`config.mk`:
```
export PLATFORM = sky130hd
export DESIGN_NAME = mul_div_unit
export DESIGN_NICKNAME = d
export VERILOG_FILES = /design/src/rtl/mul_div_unit.sv
export SDC_FILE = /design/constraint.sdc
export NUM_CORES = 1
export LEC_CHECK = 0
export ABC_CLOCK_PERIOD_IN_PS = 3700
export CORE_ASPECT_RATIO = 1.25
export CORE_UTILIZATION = 55
export CTS_CLUSTER_DIAMETER = 100
export DETAILED_ROUTE_END_ITERATION = 8
export PLACE_DENSITY = 0.76
export SYNTH_ARGS = -nofsm -noshare
export SYNTH_HDL_FRONTEND = slang
export SYNTH_SLANG_ARGS = --single-unit
```
`constraint.sdc`:
```
create_clock -name clk -period 3.7 [get_ports clk]
set_input_delay 0.74 -clock clk [delete_from_list [all_inputs] [get_ports clk]]
set_output_delay 0.74 -clock clk [all_outputs]
set_load 0.01 [all_outputs]
```
`src/rtl/mul_div_unit.sv`:
```
// Iterative RV32M multiply/divide unit: one radix-2 step per clock, fixed WIDTH+1 edge latency.
// Multiply and divide share one pair of working registers (hi/lo) and one operand register.
module mul_div_unit #(
  parameter int WIDTH = 32
) (
  input  logic             clk,
  input  logic             reset,
  input  logic             start,
  input  logic [2:0]       Funct3,
  input  logic [WIDTH-1:0] SrcA,
  input  logic [WIDTH-1:0] SrcB,
  output logic             busy,
  output logic             done,
  output logic [WIDTH-1:0] Result
);

  localparam int CW = $clog2(WIDTH + 1);
  localparam logic [WIDTH-1:0] MIN_NEG = {1'b1, {(WIDTH-1){1'b0}}};

  typedef enum logic [1:0] {IDLE, RUN, FIX} state_t;

  state_t           state;
  logic [2:0]       op;
  logic [CW-1:0]    count;
  logic [WIDTH-1:0] hi, lo, opnd;
  logic             neg_res, neg_rem, div_by_zero, overflow;

  logic             is_div, a_signed, b_signed, sign_a, sign_b;
  logic [WIDTH-1:0] mag_a, mag_b;
  logic [WIDTH:0]   add_sum, shifted, diff;
  logic [2*WIDTH-1:0] prod;
  logic [WIDTH-1:0] quot, rem, fix_result;

  // Operand decode: the core works on unsigned magnitudes, signs are reapplied in FIX.
  always_comb begin
    is_div   = Funct3[2];
    a_signed = is_div ? ~Funct3[0] : (Funct3 == 3'b001 || Funct3 == 3'b010);
    b_signed = is_div ? ~Funct3[0] : (Funct3 == 3'b001);
    sign_a   = a_signed & SrcA[WIDTH-1];
    sign_b   = b_signed & SrcB[WIDTH-1];
    mag_a    = sign_a ? -SrcA : SrcA;
    mag_b    = sign_b ? -SrcB : SrcB;
  end

  always_comb begin
    add_sum = {1'b0, hi} + (lo[0] ? {1'b0, opnd} : {(WIDTH+1){1'b0}});
    shifted = {hi, lo[WIDTH-1]};
    diff    = shifted - {1'b0, opnd};
  end

  // With a zero divisor the remainder register ends up holding the dividend magnitude,
  // so the signed remainder path already yields SrcA for REM/REMU by zero.
  always_comb begin
    prod  = neg_res ? -{hi, lo} : {hi, lo};
    quot  = neg_res ? -lo : lo;
    rem   = neg_rem ? -hi : hi;
    fix_result = '0;
    if (!op[2])
      fix_result = (op[1:0] == 2'b00) ? prod[WIDTH-1:0] : prod[2*WIDTH-1:WIDTH];
    else if (div_by_zero)
      fix_result = op[1] ? rem : '1;
    else if (overflow)
      fix_result = op[1] ? '0 : MIN_NEG;
    else
      fix_result = op[1] ? rem : quot;
  end

  always_ff @(posedge clk) begin
    if (!reset) begin
      state       <= IDLE;
      busy        <= 1'b0;
      done        <= 1'b0;
      Result      <= '0;
      count       <= '0;
      op          <= 3'b000;
      hi          <= '0;
      lo          <= '0;
      opnd        <= '0;
      neg_res     <= 1'b0;
      neg_rem     <= 1'b0;
      div_by_zero <= 1'b0;
      overflow    <= 1'b0;
    end else begin
      done <= 1'b0;
      case (state)
        IDLE: begin
          if (start) begin
            state       <= RUN;
            busy        <= 1'b1;
            op          <= Funct3;
            count       <= '0;
            neg_res     <= sign_a ^ sign_b;
            neg_rem     <= sign_a;
            div_by_zero <= (SrcB == '0);
            overflow    <= is_div && !Funct3[0] && (SrcA == MIN_NEG) && (SrcB == '1);
            hi          <= '0;
            lo          <= is_div ? mag_a : mag_b;
            opnd        <= is_div ? mag_b : mag_a;
          end
        end
        RUN: begin
          // Divide: restoring shift-subtract; multiply: shift-add with the multiplier in lo.
          if (op[2]) begin
            if (!diff[WIDTH]) begin
              hi <= diff[WIDTH-1:0];
              lo <= {lo[WIDTH-2:0], 1'b1};
            end else begin
              hi <= shifted[WIDTH-1:0];
              lo <= {lo[WIDTH-2:0], 1'b0};
            end
          end else begin
            hi <= add_sum[WIDTH:1];
            lo <= {add_sum[0], lo[WIDTH-1:1]};
          end
          count <= count + 1'b1;
          if (count == CW'(WIDTH - 1))
            state <= FIX;
        end
        FIX: begin
          Result <= fix_result;
          done   <= 1'b1;
          busy   <= 1'b0;
          state  <= IDLE;
        end
        default: state <= IDLE;
      endcase
    end
  end

endmodule

```
# Word-level counts from Yosys, hierarchy flattened
# Cells that the tools add are included.
dict set report totals {
  in_bits 70
  ff_bits 145
}
dict set report classes {
  n_mux 33
  reduce_logical 14
  bitwise_logic 4
  n_eq_ne 9
  n_addsub 8
}
# operator n
set ops {}
lappend ops {{$mux 32} 19}
lappend ops {{$neg 32->32} 4}
lappend ops {{$pmux 32 s2} 2}
lappend ops {{$eq 32x32->1 const B} 2}
lappend ops {{$mux 64} 1}
lappend ops {{$neg 64->64} 1}
lappend ops {{$add 32x32->33} 1}
lappend ops {{$sub 33x32->33} 1}
lappend ops {{$logic_not 32->1} 1}
lappend ops {{$pmux 6 s2} 1}
lappend ops {{$reduce_and 2->1} 4}
lappend ops {{$add 6x1->6 const B} 1}
lappend ops {{$eq 6x5->1 const B} 1}
lappend ops {{$mux 6} 1}
lappend ops {{$mux 1} 5}
lappend ops {{$logic_not 2->1} 2}
lappend ops {{$mux 2} 2}
lappend ops {{$ne 2x2->1 const B} 2}
lappend ops {{$pmux 2 s2} 1}
lappend ops {{$reduce_bool 2->1} 2}
lappend ops {{$eq 3x1->1 const B} 1}
lappend ops {{$eq 3x2->1 const B} 1}
lappend ops {{$logic_and 1x1->1} 3}
lappend ops {{$and 1x1->1} 2}
lappend ops {{7 further kinds} 7}

# Logic depth before layout (Yosys ltp)
# Gate-level depths: netlist of run 1.
dict set report depth {
  word_depth 8
  depth_mapped 14
  mapped_depth_nobuf 13
}

# Worst setup path before layout of run 1
# No wires, ideal clock.
dict set report synth_path {
  path_kind {register to register}
  from {reg hi[1]}
  to {reg Result[26]}
  arrival_ns 3.256
  synth_period_minus_slack_ns 3.384
  n_path_buf 3
  required_ns 3.572
  stages_incl_launch_ff 15
  setup_ns 0.128
  slack_ns 0.316
  cell_sequence {dfxtp_1 > buf_2 > inv_1 > ha_1 > or3b_4 > or4b_1 > buf_2 > or4_1 > clkbuf_2 > or3_4 > o21ai_1 > xor2_1 > nand2_1 > o211ai_1 > a31oi_1}
}
dict set report synth_via {
  elab_chain_len 6
  word_cells_on_any_way 10
}
# element line
set synth_rtl {}
lappend synth_rtl {{from (decl)} 25} ;# logic [WIDTH-1:0] hi, lo, opnd;
lappend synth_rtl {{from (signal assigned)} 105} ;# hi <= diff[WIDTH-1:0];
lappend synth_rtl {{from (signal assigned)} 108} ;# hi <= shifted[WIDTH-1:0];
lappend synth_rtl {{from (signal assigned)} 112} ;# hi <= add_sum[WIDTH:1];
lappend synth_rtl {{$neg 32->32} 56} ;# rem = neg_rem ? -hi : hi;
lappend synth_rtl {{$mux 32} 56}
lappend synth_rtl {{$mux 32} 65} ;# fix_result = op[1] ? rem : quot;
lappend synth_rtl {{$mux 32} 62} ;# else if (overflow)
lappend synth_rtl {{$mux 32} 60} ;# else if (div_by_zero)
lappend synth_rtl {{$mux 32 *} 58} ;# if (!op[2])
lappend synth_rtl {{to (signal assigned)} 120} ;# Result <= fix_result;
lappend synth_rtl {{to (decl)} 14} ;# output logic [WIDTH-1:0] Result
# Mark *: on every way between the ends. The rest lies on a longest branch, timed or not.
# A chain may end at the register's enable or synchronous reset.

# Worst setup path after layout of run 1
dict set report layout_path {
  from {reg opnd[0]}
  to {reg hi[21]}
}
dict set report layout_via {
  elab_chain_len 4
  word_cells_on_any_way 6
}
# element line
set layout_rtl {}
lappend layout_rtl {{from (decl)} 25}
lappend layout_rtl {{from (signal assigned)} 98} ;# opnd <= is_div ? mag_b : mag_a;
lappend layout_rtl {{$sub 33x32->33 / $mux 32 (equally long branches)} {48, 46}}
lappend layout_rtl {{$mux 32 / $add 32x32->33 (equally long branches)} {104, 46}}
lappend layout_rtl {{$mux 32 *} 103} ;# if (op[2]) begin
lappend layout_rtl {{$pmux 32 s2 *} 85} ;# case (state)
# Marks and branches as above.

==> impl_metrics.ini, run 1 <==
[outcome]
outcome = complete, no violations

[clocking]
clockRootBuffer = clkbuf_16
postCtsSetupRepairBufs = 0
cts_sinks = 145
cts-buffers-inserted = 17
clock_latency_ns = 0.45
cts_max_level = 4
clk_pin_slew_ns = 0.07
cts_tree = done
cts_buffer_depth = 2

[yosys]
synth_top_flop_cell = dfxtp_1
synthArstFlopShare_pct = 0
muxShareOfSynthArea_pct = 2.46
post_synth.cell_area_avg_sq_um = 7.05
synth_compound_area_share_pct = 32.4
ys_warn_count = 0
synth_edf_count = 0
yosys.area_share.simple_pct = 20.7
ys_types = 81
syn-num-nets = 2189
synth_area_sq_um = 14400
synth_top_family_by_area = compound AO/OA/AOI/OAI gates
synth_xor_area_share_pct = 12.0
synth_area_leaders = dfxtp_1 20%, a21oi_1 7.4%, xnor2_1 6.9%, o21ai_0 6.2%, ha_1 6.1%
synth_top_area_cell = dfxtp_1
synth_fa_ha_area_share_pct = 6.35
synth_top_area_share_pct = 20.1
ys_ff_latch = 145
seq_area_frac_synth_pct = 20.1
synth_cells = 2047

[layout]
area_delta_synth_final_pct = 17.5
fill_cells = 2328
finalNetCount = 2294
final_layout_size_suffix_gt1_share_pct = 9.75
antenna_cells = 0

[pwr]
sw_frac_of_total_pct = 40.0
p_leak_nw = 6.76
p_clk_share_pct = 31.9
finalPower_mw = 5.61
combPwrFrac_pct = 36.5
peakVddDrop_uv = 301
p_int_mw = 3.36
p_sw_mw = 2.24
seqPwrFrac_pct = 31.6
power_density_nw_per_um2 = 331

[setup_path]
crit_type = flip-flop to flip-flop
r2r_end = hi[21]$_SDFFE_PN0P_
r2r_slack_ns = 0.18
cp_data_arrival_time_ns = 3.84
reg2reg_from = opnd[0]$_SDFFE_PN0P_
start_kind = flip-flop
crit_fanout = 3
critical_path_required_ns = 4.01
cp-endpoint = hi[21]$_SDFFE_PN0P_
crit_path_end_kind = flip-flop
setup.worst_path.start = opnd[0]$_SDFFE_PN0P_
reg2reg_depth = 14

[min_path]
worstHoldStart = opnd[13]$_SDFFE_PN0P_
hold_path.class = flip-flop to flip-flop

[floorplanning]
die_y_microns = 183
core_sq_um = 25500
die_w_microns = 147
ios = 104
initial_core_util_pct = 56.5
dieArea_sq_um = 26900
rows = 65

[placed_design]
dp_hpwl_microns = 44100
gp_congestion = 1.03
portBuffers = 103

[routing]
routedWlPerCell_microns = 22.6
via_per_inst = 6.62
remaining_drc_errors = 0
drt-initial-drc-count = 1447
postRouteWirelength_microns = 56400
dr.pass1.iters = 6
num_vias = 16555
ant_nets = 0

[sta]
tightest_slew_ns = 1.22
max-slew-margin-rel_pct = 18.2
clock_skew_ns = 0.0173
hold_ws_ns = 0.460
finalSetupViolations = 0
fmax_mhz = 284
hold_violations = 0
period_needed_ns = 3.52
final.period_utilization_pct = 95.2
rsz0062_at_grt = no
fin_tns_setup_ns = 0
slew_violations = 0

[job]
cap_violations = 0

[grt]
grt_max_degree = 77
grtUsageTotal_pct = 42.3
grt-ovfl-total = 0
grt_pass1_wl_microns = 87500
grt_antenna_before_repair = 0
grt_pass1_vias = 15879
-- cells in the mapped netlist, types with 36 or more instances --
cell,n
inv_1,66
nor2_1,196
xor2_1,85
o21ai_0,179
dfxtp_1,145
a21oi_1,212
ha_1,70
xnor2_1,113
nand3_1,36
clkbuf_1,127
nand2_1,217
o211ai_1,43
-- layer usage --
| layer | up-vias | track usage, % | wire [microns] |
|---|---|---|---|
| li1 | 7672 | - | - |
| met1 | 7739 | 47.6 | 20500 |
| met2 | 893 | 69.9 | 26200 |
| met3 | 251 | 6.42 | 4300 |
| met4 | 0 | 36.7 | 5460 |
| met5 | - | 0 | 0 |
-- logic make-up after synthesis --
logic type,Yosys count
compound gates,736
xor+xnor,198
fa+ha+maj,72
buf+inv,223
flops,145
mux,35
simple gates,638
-- flip-flops by register name, summed over array words and instances (netlist names) --
register	flops
Result	32
busy	1
count	6
div_by_zero	1
done	1
hi	32
lo	32
neg_rem	1
neg_res	1
op	3
opnd	32
overflow	1
state	2
-- worst max-delay path, stage by stage, from the launching register on --
cell and delay (ns):
dfxtp_1 0.44, and2_1 0.17, ha_1 0.19, inv_1 0.08
fa_1 0.38, nand2b_1 0.21, a21oi_1 0.24, a21boi_1 0.16
o41ai_1 0.62, buf_4 0.25, a31o_2 0.18, a311oi_1 0.09
nor3_1 0.15, a21oi_1 0.05, o21ai_0 0.18
-- repair_timing --
| action | CTS | global route |
|---|---|---|
| hold endpoints to repair | 0 | 0 |
| resized for setup | 0 | 3 |
| endpoints found under the setup margin | 0 | 2 |
| hold buffers | 0 | 0 |
-- cells in the final DEF (no fill, tap or decap), drive strengths merged, types with 12 or more instances in the layout --
master,n
xnor2,113
mux2i,31
nor2b,17
a211oi,31
a31oi,28
nand2b,20
nor3,27
clkdlybuf4s50,102
a21oi,212
a21o,32
nand3,36
nor4,19
nand2,217
or4,18
inv,73
buf,138
o41ai,22
a22oi,27
o21ai,185
clkbuf,17
a221o,14
or2,15
o31ai,26
dfxtp,145
o21a,12
nor2,196
o211ai,43
xor2,85
ha,70
nand4,21
-- power groups by stage --
stage	registers [mW]	clock network, mW	logic (mW)
after CTS	1.76	1.80	2.00
after floorplan	1.73	0	1.32
after global placement	1.79	0	1.96
after detailed placement	1.80	0	1.98
final	1.77	1.79	2.05
after global routing	1.78	1.87	2.21
-- worst min-delay path by stage --
stage / cells after the start / slack, ns / end
finish: 2 / 0.46 / opnd[13]$_SDFFE_PN0P_
global route: 2 / 0.47 / opnd[13]$_SDFFE_PN0P_
CTS: 2 / 0.46 / opnd[13]$_SDFFE_PN0P_
detailed placement: 2 / 0.45 / opnd[13]$_SDFFE_PN0P_
global placement: 2 / 0.44 / opnd[5]$_SDFFE_PN0P_
floorplan: 2 / 0.43 / opnd[12]$_SDFFE_PN0P_
-- stage by stage --
step	instances	setup slack [ns]	area [sq um]	utilization, %
floorplan	2047	0.316	14400	-
global placement	2468	0.242	16300	64.0
detailed placement	2468	0.159	16300	64.0
CTS	2500	0.237	16900	66.4
global route	2500	0.0544	17000	66.4
finish	2500	0.178	17000	66.4
-- final cells by class --
cell class,count,area [sq um],share of cell area (%)
multi-input combinational,1679,10700,63.0
tap,335,419,2.47
clock buffer,17,425,2.51
timing repair buffer,240,2070,12.2
sequential,145,2910,17.1
inverter,69,263,1.55
clock inverter,15,185,1.09
Power figures use the tool's default switching activity.
==> inputs of run 2 (changes only) <==
CAP_MARGIN = 20   (was not set)
==> impl_metrics.ini, run 2 (synthesis results as in run 1) <==
[routing]
drt-initial-drc-count = 1511
remaining_drc_errors = 0
routedWlPerCell_microns = 22.6
postRouteWirelength_microns = 56600
num_vias = 16588
via_per_inst = 6.63
ant_nets = 0
dr.pass1.iters = 6

[floorplanning]
ios = 104
die_y_microns = 183
initial_core_util_pct = 56.5
dieArea_sq_um = 26900
die_w_microns = 147
core_sq_um = 25500
rows = 65

[pwr]
p_int_mw = 3.36
p_leak_nw = 6.77
sw_frac_of_total_pct = 40.1
finalPower_mw = 5.61
combPwrFrac_pct = 36.6
power_density_nw_per_um2 = 331
seqPwrFrac_pct = 31.5
p_clk_share_pct = 31.9
peakVddDrop_uv = 300
p_sw_mw = 2.25

[grt]
grtUsageTotal_pct = 42.3
grt_pass1_wl_microns = 87500
grt-ovfl-total = 0
grt_max_degree = 77
grt_antenna_before_repair = 0
grt_pass1_vias = 15879

[setup_path]
path_cells = and2_1 > ha_1 > inv_1 > fa_1 > nand2b_1 > a21oi_1 > a21boi_1 > o41ai_1 > buf_4 > a31o_2 > a311oi_1 > nor3_1 > a21oi_1 > o21ai_0
crit_top_cell = a21oi_1
crit_fanout = 3
crit_path_max_incr_delay_ns = 0.63
start_kind = flip-flop
cp_slowest_cell = o41ai_1
critical_path_required_ns = 4.01
setup.worst_path.start = opnd[0]$_SDFFE_PN0P_
crit_type = flip-flop to flip-flop
cp_data_arrival_time_ns = 3.83
reg2reg_from = opnd[0]$_SDFFE_PN0P_
crit_path_end_kind = flip-flop

[min_path]
hold_path.class = flip-flop to flip-flop
worstHoldStart = opnd[13]$_SDFFE_PN0P_

[sta]
period_needed_ns = 3.52
final.period_utilization_pct = 95.1
fin_tns_setup_ns = 0
slew_violations = 0
clock_skew_ns = 0.0171
finalSetupViolations = 0
hold_violations = 0
rsz0062_at_grt = no
fmax_mhz = 284
max-slew-margin-rel_pct = 34.9
tightest_slew_ns = 0.972

[placed_design]
portBuffers = 103
gp_congestion = 1.03
dp_hpwl_microns = 44100

[clocking]
clock_latency_ns = 0.45
cts_buffer_depth = 2
cts_tree = done
cts-buffers-inserted = 17
clockRootBuffer = clkbuf_16
cts_sinks = 145
clk_pin_slew_ns = 0.07
postCtsSetupRepairBufs = 0
cts_max_level = 4

[layout]
final_layout_size_suffix_gt1_share_pct = 9.79
final_cell_mix = 217 x nand2_1, 212 x a21oi_1, 194 x nor2_1
fill_cells = 2327
layout.cells.most_common = nand2_1
finalNetCount = 2295
area_delta_synth_final_pct = 17.6

[outcome]
outcome = complete, no violations

[job]
cap_violations = 0
-- run 2: cell types whose count changed in the layout (fill, tap and decap cells not counted) --
| cell | change |
|---|---|
| buf_6 | +1 |
| diode_2 | +1 |
-- run 2: layer usage --
metal  GRT usage [%]  wire, microns
met1            47.6          20900
met2            69.9          26400
met3            6.42           4000
met4            36.7           5320
met5               0              0
-- run 2: repair_timing --
| item | CTS | global route |
|---|---|---|
| hold endpoints to repair | 0 | 0 |
| hold buffers | 0 | 0 |
| gates resized for setup | 0 | 3 |
| endpoints found under the setup margin | 0 | 2 |
-- run 2: final cells by class --
type,count,area [sq um],share of cell area [%]
Multi-Input combinational cell,1679,10700,63.0
Sequential cell,145,2910,17.1
Timing Repair Buffer,241,2080,12.2
Clock buffer,17,425,2.51
Tap cell,335,419,2.47
Inverter,69,263,1.55
Clock inverter,15,185,1.09
Antenna cell,1,2.50,0.0147
-- run 2: power groups by stage --
stage | Clock, mW | Combinational (mW) | Sequential (mW)
global placement | 0 | 1.96 | 1.79
floorplan | 0 | 1.32 | 1.73
finish | 1.79 | 2.05 | 1.77
CTS | 1.80 | 2.00 | 1.76
global route | 1.87 | 2.21 | 1.78
detailed placement | 0 | 1.98 | 1.80
-- run 2: metrics by stage --
stage,worst slack [ns],cell area (sq um),utilization (%),hold WS [ns],std cells
2_1_floorplan,0.316,14400,-,0.432,2047
4_1_cts,0.237,16900,66.4,0.460,2500
3_5_place_dp,0.159,16300,64.0,0.452,2468
6_report,0.182,17000,66.4,0.463,2502
3_3_place_gp,0.242,16300,64.0,0.442,2468
5_1_grt,0.0544,17000,66.4,0.470,2501
-- run 2: worst max-delay path, delay by kind of cell, from the launching register on --
kind / cells / cell delay, ns
simple gates: 3 / 0.53
flops: 1 / 0.43
fa+ha+maj: 2 / 0.57
compound gates: 7 / 1.52
buf+inv: 2 / 0.33
-- run 2: path summary, 6_finish.rpt --
path / slack, ns / cells past startpoint / end
setup / recovery: 0.18 / 14 / hi[21]$_SDFFE_PN0P_
hold / removal: 0.46 / 2 / opnd[13]$_SDFFE_PN0P_
setup reg to reg: 0.18 / 14 / hi[21]$_SDFFE_PN0P_
hold reg to reg: 0.46 / 2 / opnd[13]$_SDFFE_PN0P_
